`src/rtl/wb_capture.sv`:
```
// wb_capture: FWFT capture queue for processor write-backs, with sticky overflow flag and drop counter.
// Latency: an entry written at edge N is presented on out_data (and out_ts under WBCAP_TS_EN) after edge N.
// Backpressure: none towards the producer; writes into a full queue are dropped unless a pop frees a slot that cycle.
module wb_capture #(
    parameter int W     = 16,
    parameter int DEPTH = 8,
    parameter int DCW   = 8,
`ifdef WBCAP_TS_EN
    parameter int TSW   = 16,
`endif
    localparam int AW   = $clog2(DEPTH)
) (
    input  logic          clk,
    input  logic          rst,
    input  logic          we,
    input  logic [W-1:0]  wd,
    input  logic          clr,
    output logic          out_valid,
    output logic [W-1:0]  out_data,
    input  logic          out_ready,
    output logic          full,
    output logic          empty,
    output logic [AW:0]   count,
    output logic          ovf,
    output logic [DCW-1:0] drop_cnt
`ifdef WBCAP_TS_EN
    ,
    output logic [TSW-1:0] out_ts
`endif
);

    localparam logic [AW:0] FULL_CNT = (AW+1)'(DEPTH);

    logic [W-1:0]  mem [DEPTH];
    logic [AW-1:0] rd_ptr;
    logic [AW-1:0] wr_ptr;
    logic          push;
    logic          pop;
    logic          drop;

    assign empty     = (count == '0);
    assign full      = (count == FULL_CNT);
    assign out_valid = !empty;
    assign out_data  = mem[rd_ptr];

    // A pop in the same cycle frees the slot, so a full queue can still accept.
    assign pop  = out_valid & out_ready;
    assign push = we & (!full | pop);
    assign drop = we & full & !pop;

    always_ff @(posedge clk or negedge rst) begin
        if (!rst) begin
            rd_ptr   <= '0;
            wr_ptr   <= '0;
            count    <= '0;
            ovf      <= 1'b0;
            drop_cnt <= '0;
        end else if (clr) begin
            rd_ptr   <= '0;
            wr_ptr   <= '0;
            count    <= '0;
            ovf      <= 1'b0;
            drop_cnt <= '0;
        end else begin
            if (push) wr_ptr <= wr_ptr + AW'(1);
            if (pop)  rd_ptr <= rd_ptr + AW'(1);
            case ({push, pop})
                2'b10:   count <= count + (AW+1)'(1);
                2'b01:   count <= count - (AW+1)'(1);
                default: count <= count;
            endcase
            if (drop) begin
                ovf <= 1'b1;
                if (drop_cnt != '1) drop_cnt <= drop_cnt + DCW'(1);
            end
        end
    end

    // Storage is deliberately left unreset; only pointers define validity.
    always_ff @(posedge clk) begin
        if (push && !clr) mem[wr_ptr] <= wd;
    end

`ifdef WBCAP_TS_EN
    logic [TSW-1:0] ts_cnt;
    logic [TSW-1:0] ts_mem [DEPTH];

    assign out_ts = ts_mem[rd_ptr];

    // Free-running cycle counter; clr leaves it alone so timestamps stay monotonic.
    always_ff @(posedge clk or negedge rst) begin
        if (!rst) ts_cnt <= '0;
        else      ts_cnt <= ts_cnt + TSW'(1);
    end

    always_ff @(posedge clk) begin
        if (push && !clr) ts_mem[wr_ptr] <= ts_cnt;
    end
`endif

endmodule
```
`config.mk`:
```
export PLATFORM = sky130hd
export DESIGN_NAME = wb_capture
export DESIGN_NICKNAME = d
export VERILOG_FILES = /design/src/rtl/wb_capture.sv
export SDC_FILE = /design/constraint.sdc
export NUM_CORES = 1
export LEC_CHECK = 0
export BUFFER_PORTS_ARGS = -buffer_cell sky130_fd_sc_hd__buf_2
export CAP_MARGIN = 10
export CORE_MARGIN = 5
export CORE_UTILIZATION = 63
export DETAILED_ROUTE_END_ITERATION = 16
export MAX_ROUTING_LAYER = met4
export PLACE_DENSITY = 0.84
export SYNTH_ARGS = -nofsm -noshare
export SYNTH_HDL_FRONTEND = slang
export SYNTH_SLANG_ARGS = --single-unit
```
`constraint.sdc`:
```
create_clock -name clk -period 7.3 [get_ports clk]
set_input_delay 0.365 -clock clk [delete_from_list [all_inputs] [get_ports clk]]
set_output_delay 0.365 -clock clk [all_outputs]
set_load 0.02 [all_outputs]
```
Yosys cells after proc, flatten, opt, wreduce, memory -nomap -nowiden
Memories as Yosys holds them, arrays and structs flattened. Index checks and enable logic that the tools add are counted.

Bitwise gates (word level): 5. Shifts and indexed selects: 0. Multiply operators: 0. $lt $le $gt $ge: 0. Reduce and logical (&&, ||, !) cells: 12. Equality and inequality tests: 4. Muxes and demuxes: 13. $add $sub $neg: 5. Div/mod/pow operators: 0.

Operators by type and width (count): 8-bit two-way mux (3); 3-bit two-way mux (4); 8-bit by 1-bit adder with 8-bit output (second input constant) (1); 8-bit != test (second input constant) (1); 4-bit one-hot mux with 2 select lines (1); 2-bit nonzero test (4); 3-bit by 1-bit adder with 3-bit output (second input constant) (2); 4-bit by 1-bit adder with 4-bit output (second input constant) (1); 1-bit AND (4); 4-bit == test (second input constant) (1); 1-bit logical NOT (4); 4-bit logical NOT (1); 1-bit two-way mux (4); 4-bit two-way mux (1); 4-bit by 1-bit subtractor with 4-bit output (second input constant) (1); 3-bit nonzero test (1); 2-bit by 1-bit == test with 1-bit output (second input constant) (1); 2-bit == test (second input constant) (1); 2-bit AND reduction (1); 1-bit logical AND (1); 1-bit bitwise OR (1).

Memories kept: 1. RAM bits: 128. Word-level logic and storage cells: 45. Input port bits: 21. Output and inout port bits: 32. Bits in latches: 0. Bits in registers: 19. ROM bits: 0.

Memories: mem (words 8, width 16, read ports 1, clocked after memory_dff 0, write ports 1, line 34) `logic [W-1:0] mem [DEPTH];`.

Depth between registers and ports, before layout
Gate-level depths: netlist (run 1).

Depth after elaboration: 8. Gate-level depth with buffers: 7. Gate-level depth less buffers: 7.

Worst setup path after synthesis (run 1)
No wires, ideal clock.

Path kind: register to register. Start point: register count[0]. End point: memory mem[0][0] (enable). Stages on the path, launching flop included: 5. Data required time: 6.891 ns. Buffers on the path: 0. Setup slack: 4.380 ns. Arrival time: 2.511 ns. Clock period less this slack: 2.920 ns. Library setup time: 0.409 ns. Cell sequence: dfrtp_1 > or3_1 > o21ai_1 > or3_1 > nor3_1.

Longest elaborated chain between the ends: 8. Elaborated cells between the ends (all ways): 10. Classes of those cells: eq/ne: 1; mux: 2; bitwise: 3; reduce/logical: 4.

RTL lines: from (decl) (line 23) `output logic [AW:0] count,`; from (signal assigned) (line 68) `2'b10: count <= count + (AW+1)'(1);`; from (signal assigned) (line 69) `2'b01: count <= count - (AW+1)'(1);`; from (signal assigned) (line 70) `default: count <= count;`; 4-bit logical NOT (line 41) `assign empty = (count == '0);`; 1-bit logical NOT (line 43) `assign out_valid = !empty;`; 1-bit AND (line 47) `assign pop = out_valid & out_ready;`; 1-bit bitwise OR * (line 48) `assign push = we & (!full | pop);`; 1-bit AND * (line 48); 1-bit logical AND * (line 81) `if (push && !clr) mem[wr_ptr] <= wd;`; 1-bit two-way mux * (line 81); 1-bit two-way mux (implied by the code) * (line 81); to (decl) (line 34).

Every way passes the cells marked *; elsewhere a longest branch is shown, timed or not.

Worst setup path in the final report (run 1)
Start point: register rd_ptr[1]. End point: output port out_data[15].

Longest elaborated chain between the ends: 1.

RTL lines: from (decl) (line 35) `logic [AW-1:0] rd_ptr;`; from (signal assigned) (line 66) `if (pop) rd_ptr <= rd_ptr + AW'(1);`; memory 8 x 16 bit; to (decl) (line 19) `output logic [W-1:0] out_data,`.

No other way between the ends.

==> results.toml, run 1 <==
[worst_setup_path]
criticalPathCategory = "flop to primary output"
slowest_stage = "dfrtp_1"
reg2regPathDepth = 5
end_kind = "primary output"
crit_required_ns = 6.93
path_buf_inv = 2
crit_family = "flip-flops"
worstSetupPathDepth = 4
crit_fanout = 18
crit_path_cell_trace = "buf_4, mux4_2, mux2_2, buf_2"
slowest_delay_ns = 0.84
arrival_ns = 2.58
cp-start-kind = "flop"

[route]
drtPass1Iterations = 4
wl_per_cell_um = 21.70
drc = 0
ant_nets = 0
num_vias = 3110
finalWirelength_um = 11370
drt_iter0_drc = 244
viasPerCell = 5.935

[hold_path]
holdPathStages = 1
hold_class = "input port to flop"

[place]
place_ws_ns = 4.707
dp_hpwl_um = 6432
place_congestion = 0.7596
postPlaceCellArea_um2 = 6449
io_buffers = 52
dp.cells = 491

[pwr]
ir_worst_vdd_uv = 191.4
p_leak_nw = 2.491
powerDensity_nw_per_um2 = 328.8

[sta]
setup_viol = 0
period_minus_slack_ns = 2.948
maxSlewViolCount = 0
fmax_mhz = 339.2
timing.final.crit_share_pct = 40.39
hold_violations = 0
fin_setup_tns_ns = 0
fin_skew_ns = 0.006988
max_slew_margin_pct = 39.86
fin_ws_ns = 4.352
worst_pin_slew_ns = 0.9020
rsz0062_at_grt = "no"

[final_layout]
drive_above_1_share_pct = 37.97
mostFrequentLayoutCell = "edfxtp_1"
instances_no_fill = 524
fin_area_um2 = 7061
finish.utilization_pct = 76.05
diodes = 0
fillCellCount = 523
area_delta_synth_final_pct = 17.51
layout_common_cells = "128 x edfxtp_1, 52 x buf_2, 32 x mux4_2, 18 x nor2_1, 18 x dfrtp_1"
final_nets = 410

[logic_synthesis]
yosysWarnings = 0
synth-main-ff-cell = "edfxtp_1"
synth_mux_area_share_pct = 16.01
synthAdderAreaFrac_pct = 1.374
netlist-cell-type-count = 44
syn_avg_cell_area_um2 = 19.07
ys_seq_area_share_pct = 71.89
synth_seq_cells = 147
synth_cells = 315
synth_top_family_by_area = "multiplexers"
synth_fp_nets = 342
synth_xor_area_share_pct = 0.7289
netlist_area_um2 = 6008
synthSimpleGateAreaFrac_pct = 5.227
synthArstFlopShare_pct = 12.93
synth_compound_area_share_pct = 3.332
synth_edf_count = 128

[die]
rows = 35
ios = 53
dieWidth_um = 107.7
die_area_um2 = 11590
die_h_um = 107.7
initial_core_util_pct = 64.72
core_um2 = 9284

[grt]
grt_max_degree = 35
grt_overflow = 0
grt_usage_pct = 22.13
grt_pass1_vias = 3229
antenna_found_initial = 0
grt_pass1_wl_um = 18020

[clocking]
cts.sink_count = 147
cts_inserted_buffers = 17
htree_levels = 4
cts_tree = "built"
clkLatencyLatePin_ns = 0.51
clk_pin_slew_ns = 0.06
root_buffer = "clkbuf_8"
clk_path_buf_depth = 2

[status]
outcome = "finished, final reports clean"

[run]
drv_cap = 0
## worst reg2reg max path: stages, from the launching register on
cell and delay, ns:
dfrtp_1 0.55, or3_1 0.28, o21ai_1 0.17, or3_1 0.41, nor2_1 0.56, buf_4 0.33
## synth_stat cells (2+ instances only)
master,number,area share [%]
nand3_1,3,0.25
nand2_1,9,0.56
nand4_1,2,0.21
a21oi_1,9,0.75
ha_1,5,1.0
mux2i_1,5,0.83
mux4_2,32,12
nor2_1,18,1.1
nor3_1,2,0.17
o21ai_0,3,0.25
xor2_1,4,0.58
inv_1,7,0.44
o41ai_1,2,0.29
mux2_2,16,3.0
clkbuf_1,6,0.37
edfxtp_1,128,64
nand2b_1,4,0.42
or3_1,4,0.42
dfrtp_1,19,7.9
and3_1,2,0.21
o31ai_1,3,0.37
buf_1,2,0.12
buf_2,6,0.50
or4_1,4,0.50
## final cells by class
type / count / area, um^2 / share of cell area (%)
clock buffers: 17 / 414.1 / 5.866
clock inverters: 14 / 167.7 / 2.375
inverters: 7 / 26.28 / 0.3721
multi-input cells: 147 / 1613 / 22.84
flip-flops and latches: 147 / 4320 / 61.19
well taps: 129 / 161.4 / 2.286
repair buffers: 63 / 357.8 / 5.068
## report_power, final
group	internal, mW	leakage, nW	switching, mW	total, mW
Sequential	0.943	1.42	0.0639	1.01
Clock	0.496	0.280	0.346	0.843
Combinational	0.235	0.794	0.237	0.472
Total	1.67	2.49	0.647	2.32
## worst paths after layout
check | to | start | slack, ns
worst max register to register | mem[6][12] | count[1] | 4.70
worst max-delay path | out_data[15] | rd_ptr[1] | 4.35
worst min-delay path | mem[3][9] | wd[9] | 0.12
worst min register to register | ovf | ovf | 0.51
min in group asynchronous | count[1] | rst | 0.35
max in group asynchronous | rd_ptr[0] | rst | 6.60
## registers in the layout, indices dropped and copies added, names as in the netlist
signal,flops
mem,128
ovf,1
rd_ptr,3
drop_cnt,8
count,4
wr_ptr,3
## timing repair
action	4_1_cts	5_1_grt
hold buffers	1	0
endpoints found under the setup margin	0	0
hold endpoints to repair	19	0
gates resized for setup	0	0
setup buffers	0	0
## stage by stage
step	total power [mW]	hold WS (ns)
after floorplan	1.362	0.06941
after detailed placement	1.479	0.3354
after global routing	2.419	0.1162
final	2.322	0.1210
after global placement	1.468	0.3286
after CTS	2.331	0.1027
## kinds of logic after synthesis
logic type | after synthesis
flops | 147
simple gates | 56
mux | 54
compound gates | 26
buf+inv | 21
fa+ha+maj | 6
xor+xnor | 5
## layer usage
layer  wire (um)  vias to the layer above  global-route usage, %
met1        4580                     1561                  29.82
met4         176                        0                  7.033
met3         659                       21                  4.199
li1            -                     1419                      -
met5           0                        -                      -
met2        5952                      109                  34.95
Power figures use the tool's default switching activity.
==> inputs of run 2 (changes only) <==
- CORE_UTILIZATION: 63 -> 59
- PLACE_DENSITY: 0.84 -> 0.79
- clock period: 7.3 -> 2.9 ns (I/O delays scaled with it)
==> run 2 against run 1 <==
  * Die area up 6.1%
  * Design area up 2.6%
  * Global-route usage down 1.3 points
  * Sequential power up 140%
  * Sequential share of layout area down 1.6 points
  * Largest power group unchanged
==> results.toml, run 2 (synthesis results as in run 1) <==
[hold_path]
holdPathStages = 4
min_to = "rd_ptr[0]"
hold_start = "out_ready"
hold_class = "input port to flop"

[final_layout]
diodes = 0
top_register = "mem"
finish.utilization_pct = 73.47
layout_common_cells = "128 x edfxtp_1, 52 x buf_2, 32 x mux4_2"
instances_no_fill = 554
drive_above_1_share_pct = 37.05
top_regs = "mem (128), drop_cnt (8), count (4)"
final_nets = 435
area_delta_synth_final_pct = 20.62
mostFrequentLayoutCell = "edfxtp_1"
largest_register_ffs = 128

[worst_setup_path]
startpoint = "rd_ptr[0]"
path_buf_inv = 2
reg2reg_from = "count[2]"
crit_fanout = 14
criticalPathCategory = "flop to primary output"
end_kind = "primary output"
reg2reg_to = "mem[5][10]"
crit_required_ns = 2.76
crit_path_cell_trace = "buf_4, mux4_2, mux2_2, buf_2"
cp-start-kind = "flop"
reg2regPathDepth = 5
arrival_ns = 2.52
reg2reg_slack_ns = 0.36
slowest_stage = "dfrtp_2"
crit_family = "multiplexers"
slowest_delay_ns = 0.62

[die]
ios = 53
initial_core_util_pct = 60.91
die_h_um = 110.9
die_area_um2 = 12300
core_um2 = 9864
rows = 36
dieWidth_um = 110.9

[sta]
setup_viol = 0
fin_setup_tns_ns = 0
timing.final.crit_share_pct = 91.91
max_slew_margin_pct = 43.26
fmax_mhz = 375.2
rsz0062_at_grt = "no"
hold_violations = 0
fin_skew_ns = 0.01318
maxSlewViolCount = 0
period_minus_slack_ns = 2.665
worst_pin_slew_ns = 0.8480

[pwr]
power.total_mw = 5.727
p_leak_nw = 2.588
ir_worst_vdd_uv = 570.3
powerDensity_nw_per_um2 = 790.3

[clocking]
clkLatencyLatePin_ns = 0.52
ctsResizeCount = 0
clk_pin_slew_ns = 0.06
root_buffer = "clkbuf_8"
clk_path_buf_depth = 2
cts.sink_count = 147
cts_tree = "built"
htree_levels = 4
cts_inserted_buffers = 17

[route]
finalWirelength_um = 11500
wl_per_cell_um = 20.75
drt_iter0_drc = 284
viasPerCell = 5.771
drc = 0
ant_nets = 0
drtPass1Iterations = 4
num_vias = 3197

[grt]
grt_pass1_vias = 3342
antenna_found_initial = 0
grt_usage_pct = 20.80
grt_max_degree = 21
grt_overflow = 0
grt_pass1_wl_um = 18770

[place]
place_congestion = 0.8013
io_buffers = 52
dp_hpwl_um = 6968
dp.cells = 504

[run]
drv_cap = 0

[status]
outcome = "finished, final reports clean"
==> run 2: cell types whose count changed in the layout (fill, tap and decap cells not counted) <==
cell,before,now
clkinv_1,0,2
clkbuf_1,0,1
inv_6,6,3
bufinv_16,2,1
clkinv_2,0,2
buf_4,9,18
buf_12,1,0
clkinvlp_4,2,1
clkinv_4,2,4
dlygate4sd3_1,1,18
inv_8,2,1
==> run 2: per-layer routing <==
layer,vias to the layer above,track usage (%),routed length [um]
met3,10,4.858,774
met1,1623,26.90,4638
li1,1459,-,-
met4,0,6.486,110
met2,105,33.25,5972
met5,-,-,0
==> run 2: area by class of cell <==
class | instances | area, um^2
flip-flops and latches | 147 | 4320
clock buffers | 18 | 417.9
well taps | 133 | 166.4
clock inverters | 14 | 127.6
multi-input cells | 147 | 1613
inverters | 7 | 26.28
fillers | 546 | 2618
repair buffers | 88 | 575.6
==> run 2: worst max path at each step <==
stage / to / cells past startpoint
2_1_floorplan: mem[1][0] / 4
3_3_place_gp: mem[5][7] / 5
3_5_place_dp: mem[5][7] / 5
4_1_cts: out_data[9] / 4
5_1_grt: out_data[9] / 4
6_report: out_data[6] / 4
==> run 2: worst register-to-register path, cell delays in order, from the launching register on <==
cell and delay [ns]:
dfrtp_1 0.50, or3_1 0.24, o21ai_1 0.17, nand3b_1 0.29, nor2_1 0.71, buf_4 0.33
==> run 2: per-stage QoR <==
step | worst slack [ns] | area (um^2) | hold slack [ns]
5_1_grt | 0.09183 | 7247 | 0.09371
2_1_floorplan | 0.1208 | 6013 | -0.1506
4_1_cts | 0.1614 | 7247 | 0.05006
3_3_place_gp | 0.5463 | 6521 | 0.1110
6_report | 0.2347 | 7247 | 0.06359
3_5_place_dp | 0.4193 | 6521 | 0.1202
==> run 2: what timing repair did <==
item                      in CTS  in global routing
hold buffers                  18                  0
setup buffers                  0                  0
hold endpoints to repair     150                  0
==> run 2: report_power, final <==
group / switching, mW / internal (mW)
combinational: 0.665 / 0.615
sequential: 0.0894 / 2.38
clock: 0.838 / 1.15
